## config.mk

```make
export PLATFORM = sky130hd
export DESIGN_NAME = hilo_mul_unit_flat
export DESIGN_NICKNAME = d
export VERILOG_FILES = /design/src/rtl/hilo_mul_if.sv /design/src/rtl/hilo_mul_unit.sv /design/src/flat_wrapper.sv
export SDC_FILE = /design/constraint.sdc
export NUM_CORES = 1
export LEC_CHECK = 0
export ABC_AREA = 1
export CORE_MARGIN = 2
export CORE_UTILIZATION = 62
export CTS_CLUSTER_SIZE = 10
export DETAILED_ROUTE_END_ITERATION = 8
export GPL_ROUTABILITY_DRIVEN = 0
export GPL_TIMING_DRIVEN = 0
export HOLD_SLACK_MARGIN = 0.06
export PLACE_DENSITY_LB_ADDON = 0.15
export SLEW_MARGIN = 40
export SYNTH_ARGS = -nofsm -noshare
export SYNTH_HDL_FRONTEND = slang
export SYNTH_SLANG_ARGS = --single-unit
```

## constraint.sdc

```tcl
create_clock -name clk -period 8.75 [get_ports clk]
set_input_delay 1.75 -clock clk [delete_from_list [all_inputs] [get_ports clk]]
set_output_delay 1.75 -clock clk [all_outputs]
set_load 0.02 [all_outputs]
```

## src/rtl/hilo_mul_if.sv

```systemverilog
// Handshake and data bus between the pipeline and the HI/LO multiplier unit.
interface hilo_mul_if #(
    parameter int unsigned WIDTH = 32
);
    logic             MULTU;
    logic             MADDU;
    logic [1:0]       sel;
    logic [WIDTH-1:0] a;
    logic [WIDTH-1:0] b;
    logic [WIDTH-1:0] dataOut;
    logic             busy;
    logic             done;
    logic [WIDTH-1:0] hi;
    logic [WIDTH-1:0] lo;

    // Pipeline side: issues strobes and operands, reads results.
    modport master (
        output MULTU, MADDU, sel, a, b,
        input  dataOut, busy, done, hi, lo
    );

    // Multiplier side.
    modport slave (
        input  MULTU, MADDU, sel, a, b,
        output dataOut, busy, done, hi, lo
    );
endinterface

```

## src/rtl/hilo_mul_unit.sv

```systemverilog
// Multi-cycle unsigned shift-add multiplier (MULTU / MADDU) with HI/LO registers
// and a combinational MFHI/MFLO read port.
module hilo_mul_unit #(
    parameter int unsigned WIDTH = 32,
    parameter int unsigned CNT_W = 5
) (
    input  logic         clk,
    input  logic         rst,
    hilo_mul_if.slave    bus
);
    typedef enum logic [1:0] {StIdle, StRun, StWb, StDone} state_e;

    state_e               state;
    logic [WIDTH-1:0]     mcand;
    logic [WIDTH-1:0]     hi_r;
    logic [WIDTH-1:0]     lo_r;
    logic [2*WIDTH-1:0]   product;
    logic [CNT_W-1:0]     counter;
    logic                 acc_mode;

    logic                 start;
    logic [WIDTH:0]       add_sum;
    logic [2*WIDTH-1:0]   shifted;

    // One shift-add step: conditionally add the multiplicand into the upper half
    // (keeping the carry), then shift {carry, product} right by one.
    always_comb begin
        start   = bus.MULTU | bus.MADDU;
        add_sum = {1'b0, product[2*WIDTH-1:WIDTH]} + {1'b0, mcand};
        if (product[0]) begin
            shifted = {add_sum, product[WIDTH-1:1]};
        end else begin
            shifted = {1'b0, product[2*WIDTH-1:1]};
        end
    end

    // Control FSM and datapath registers; starts are only accepted in IDLE or DONE.
    always_ff @(posedge clk or posedge rst) begin
        if (rst) begin
            state    <= StIdle;
            mcand    <= '0;
            product  <= '0;
            counter  <= '0;
            acc_mode <= 1'b0;
            hi_r     <= '0;
            lo_r     <= '0;
        end else begin
            unique case (state)
                StIdle, StDone: begin
                    if (start) begin
                        acc_mode <= bus.MADDU;
                        mcand    <= bus.a;
                        // Multiplier lives in the low half and is consumed as it shifts out.
                        product  <= {{WIDTH{1'b0}}, bus.b};
                        counter  <= '0;
                        state    <= StRun;
                    end else begin
                        state    <= StIdle;
                    end
                end
                StRun: begin
                    product <= shifted;
                    counter <= counter + CNT_W'(1);
                    if (counter == CNT_W'(WIDTH - 1)) begin
                        state <= StWb;
                    end
                end
                StWb: begin
                    if (acc_mode) begin
                        {hi_r, lo_r} <= {hi_r, lo_r} + product;
                    end else begin
                        {hi_r, lo_r} <= product;
                    end
                    state <= StDone;
                end
                default: state <= StIdle;
            endcase
        end
    end

    // Status flags decode straight from the state register; read port is combinational.
    always_comb begin
        bus.busy = (state == StRun) || (state == StWb);
        bus.done = (state == StDone);
        bus.hi   = hi_r;
        bus.lo   = lo_r;
        case (bus.sel)
            2'b01:   bus.dataOut = hi_r;
            2'b10:   bus.dataOut = lo_r;
            default: bus.dataOut = '0;
        endcase
    end
endmodule

```

## src/flat_wrapper.sv

```systemverilog
// flat-port wrapper written by rule: the top's interface ports become plain ports
module hilo_mul_unit_flat 
#(
    parameter int unsigned WIDTH = 32,
    parameter int unsigned CNT_W = 5
)
  (clk, rst, bus_MULTU, bus_MADDU, bus_sel, bus_a, bus_b, bus_dataOut, bus_busy, bus_done, bus_hi, bus_lo);
  hilo_mul_if #(.WIDTH(WIDTH)) bus_i ();
  input  logic clk;
  input  logic rst;
  input wire logic [$bits(bus_i.MULTU)-1:0] bus_MULTU;
  input wire logic [$bits(bus_i.MADDU)-1:0] bus_MADDU;
  input wire logic [$bits(bus_i.sel)-1:0] bus_sel;
  input wire logic [$bits(bus_i.a)-1:0] bus_a;
  input wire logic [$bits(bus_i.b)-1:0] bus_b;
  output wire logic [$bits(bus_i.dataOut)-1:0] bus_dataOut;
  output wire logic [$bits(bus_i.busy)-1:0] bus_busy;
  output wire logic [$bits(bus_i.done)-1:0] bus_done;
  output wire logic [$bits(bus_i.hi)-1:0] bus_hi;
  output wire logic [$bits(bus_i.lo)-1:0] bus_lo;
  assign bus_i.MULTU = bus_MULTU;
  assign bus_i.MADDU = bus_MADDU;
  assign bus_i.sel = bus_sel;
  assign bus_i.a = bus_a;
  assign bus_i.b = bus_b;
  assign bus_dataOut = bus_i.dataOut;
  assign bus_busy = bus_i.busy;
  assign bus_done = bus_i.done;
  assign bus_hi = bus_i.hi;
  assign bus_lo = bus_i.lo;
  hilo_mul_unit #(.WIDTH(WIDTH), .CNT_W(CNT_W)) u_core (.clk(clk), .rst(rst), .bus(bus_i));
endmodule
```

==> impl_metrics.yaml <==
yosys:
  synthSimpleGateAreaFrac_pct: 33.8
  synthAdderAreaFrac_pct: 8.43
  synth_cells: 2583
  synthMuxAreaShare_pct: 2.31
  synth_top_family_by_area: "simple AND/OR/NAND/NOR gates"
  synth_top_area_cell: "dfrtp_1"
  synth-edff-count: 0
  netlist_top_cells_area: "dfrtp_1 27%, nand2_1 24%, inv_1 11%"
  synth_fp_nets: 2757
  synth.distinct_cells: 39
  synthTopCellsByCount: "987 x nand2_1, 440 x inv_1, 209 x a21oi_1"
  ys.flop_type: "dfrtp_1"
  ys_seq_area_share_pct: 26.9
  synth-compound-area-share_pct: 13.5
  syn_avg_cell_area_sq_um: 6.04
  syn_area_sq_um: 15600
  synthXorXnorAreaFrac_pct: 2.58
  synth_most_common_cell: "nand2_1"
  async_flop_share_pct: 100
  ys_warn_count: 0
  synth_top_area_share_pct: 26.9
  ys_seq_elements: 168
setup_path:
  crit_fanout: 10
  required_ns: 7.00
  reg2reg_from: "u_core.state[1]"
  timing.rr.end: "u_core.product[0]"
  r2r_cells: 8
  rrSetupSlack_ns: 5.85
  crit_arrival_ns: 4.54
  path_class: "input port to output port"
  end_kind: "output port"
  critPathLaunchType: "input port"
clock_tree:
  post_cts_buffers: 0
  cts-hold-fix-buffers: 0
  clkSinkCount: 168
  clk_pin_slew_ns: 0.08
  cts_resized: 0
  htree_levels: 4
  clk_latency_ns: 0.46
  cts_made_buffers: 17
  cts_tree: "done"
  cts_buffer_depth: 2
  root_buffer: "clkbuf_16"
grt:
  grt_pass1_wl_um: 85400
  grt_pass1_vias: 16800
  grt-ovfl-total: 0
  track_usage_pct: 41.6
  antenna_found_initial: 0
  grt_max_degree: 78
sta:
  final-setup-viol-count: 0
  holdWs_ns: 0.502
  max_freq_ghz: 0.159
  min_period_ns: 6.29
  max-slew-margin-rel_pct: 42.4
  hold_violations: 0
  drv_slew: 0
  tns_ns: 0
  period_share_pct: 71.9
  tightest_slew_ns: 0.865
  fin_skew_ns: 0.0204
  rsz0062_at_grt: "false"
detailed_routing:
  drt-initial-drc-count: 2061
  ant_nets: 0
  wl_um: 54500
  via_per_inst: 5.71
  drcViolationCount: 0
  vias: 17800
  first_pass_iters: 8
  avgRoutedWirePerCell_um: 17.5
hold_path:
  hp-class: "register to register"
  whs_path_depth: 2
  hold_path.startpoint: "u_core.counter[4]"
  holdPathEnd: "u_core.counter[4]"
die:
  die-area_sq_um: 26500
  rows: 58
  die_h_um: 163
  initial_core_util_pct: 62.5
  die_w_um: 163
  core_sq_um: 25000
  io_pins: 168
final_layout:
  syn2layout_area_growth_pct: 17.7
  final_cell_area_sq_um: 18400
  n_antenna_cell: 0
  drive_gt1_share_pct: 3.99
  finalNetCount: 2945
  fillers: 2145
  fin_util_pct: 73.6
power:
  ir_drop_uv: 250
  p_leak_nw: 9.98
  power_density_nw_per_um2: 399
  p_total_mw: 7.33
place:
  dp_hpwl_um: 43500
  port_buffers: 167
  post_dp_cell_area_sq_um: 17800
status:
  run_status: "finished, final reports clean"
flow_run:
  cap_violations: 0
==> layer usage <==
layer | global-route usage [%] | vias to the layer above | share of wire [%]
met5 | 0 | - | 0
met4 | 28.6 | 0 | 7.8
met3 | 7.33 | 269 | 10
met2 | 67.6 | 1052 | 45
met1 | 50.5 | 8016 | 37
li1 | - | 8450 | -
==> flip-flops by register name, summed over array words and instances (netlist names) <==
name,cells
u_core.acc_mode,1
u_core.bus.hi,32
u_core.bus.lo,32
u_core.counter,5
u_core.mcand,32
u_core.product,64
u_core.state,2
==> critical path, cell delays in order <==
cell,delay [ns]
clkdlybuf4s50_1,0.44
inv_1,0.07
ha_1,0.40
clkbuf_1,0.56
nand2_1,0.31
a21oi_1,0.32
clkdlybuf4s50_1,0.68
==> report_power, final <==
group	total (mW)	switching [mW]	internal, mW
logic	5.02	3.33	1.69
clock network	0.801	0.408	0.393
registers	1.51	0.386	1.13
total	7.33	4.13	3.21
==> stage by stage <==
stage                     instances  setup slack [ns]
after floorplan                2583              2.45
after global placement         3080             0.330
after detailed placement       3082              2.66
after CTS                      3114              2.65
after global routing           3114              2.53
final                          3114              2.46
==> worst max path at each step <==
| stage | startpoint | to | slack (ns) | cells past startpoint |
|---|---|---|---|---|
| floorplan | rst | u_core.acc_mode | 2.45 | 1 |
| CTS | bus_sel[0] | bus_dataOut[15] | 2.65 | 7 |
| finish | bus_sel[0] | bus_dataOut[13] | 2.46 | 7 |
| detailed placement | bus_sel[0] | bus_dataOut[12] | 2.66 | 7 |
| global route | bus_sel[1] | bus_dataOut[16] | 2.53 | 6 |
| global placement | rst | u_core.product[24] | 0.33 | 2 |
==> area by class of cell <==
class                   instances  area, sq um  share of cell area, %
well taps                     330          413                   2.25
plain buffers                  68          273                   1.48
inverters                     443         1670                   9.09
clock buffers                  17          425                   2.32
repair buffers                169         1730                   9.40
flip-flops and latches        168         4200                   22.9
clock inverters                15          191                   1.04
multi-input cells            1904         9470                   51.5
==> layout by cell type, fill, tap and decap left out, types with 3 or more instances in the layout <==
cell / Yosys / routed
dfrtp_1: 168 / 168
nor3_1: 13 / 13
o211ai_1: 31 / 31
inv_8: 0 / 4
nand3b_1: 3 / 3
nand2_1: 987 / 987
mux2_2: 32 / 32
inv_6: 0 / 4
nor3_2: 3 / 3
nor4_1: 3 / 3
buf_2: 14 / 14
o21ai_1: 9 / 9
o22ai_1: 4 / 4
o21ai_0: 126 / 126
a21oi_1: 209 / 209
clkdlybuf4s50_1: 0 / 167
buf_1: 6 / 6
o21bai_1: 5 / 5
nand3_2: 6 / 6
nand3_1: 106 / 106
inv_1: 440 / 439
o21a_1: 3 / 3
xor2_1: 44 / 44
clkinv_8: 0 / 5
ha_1: 102 / 102
clkbuf_16: 0 / 17
and2_1: 3 / 3
nor2_2: 9 / 9
nand2_2: 8 / 8
clkbuf_1: 48 / 48
nor2_1: 173 / 173
nand4_1: 11 / 11
inv_2: 3 / 3
==> cells by family after synthesis <==
group           after synthesis
flops                       168
fa+ha+maj                   104
simple gates               1326
compound gates              396
buf+inv                     511
mux                          32
xor+xnor                     46
Note: power is estimated with default switching activity, not from simulation.
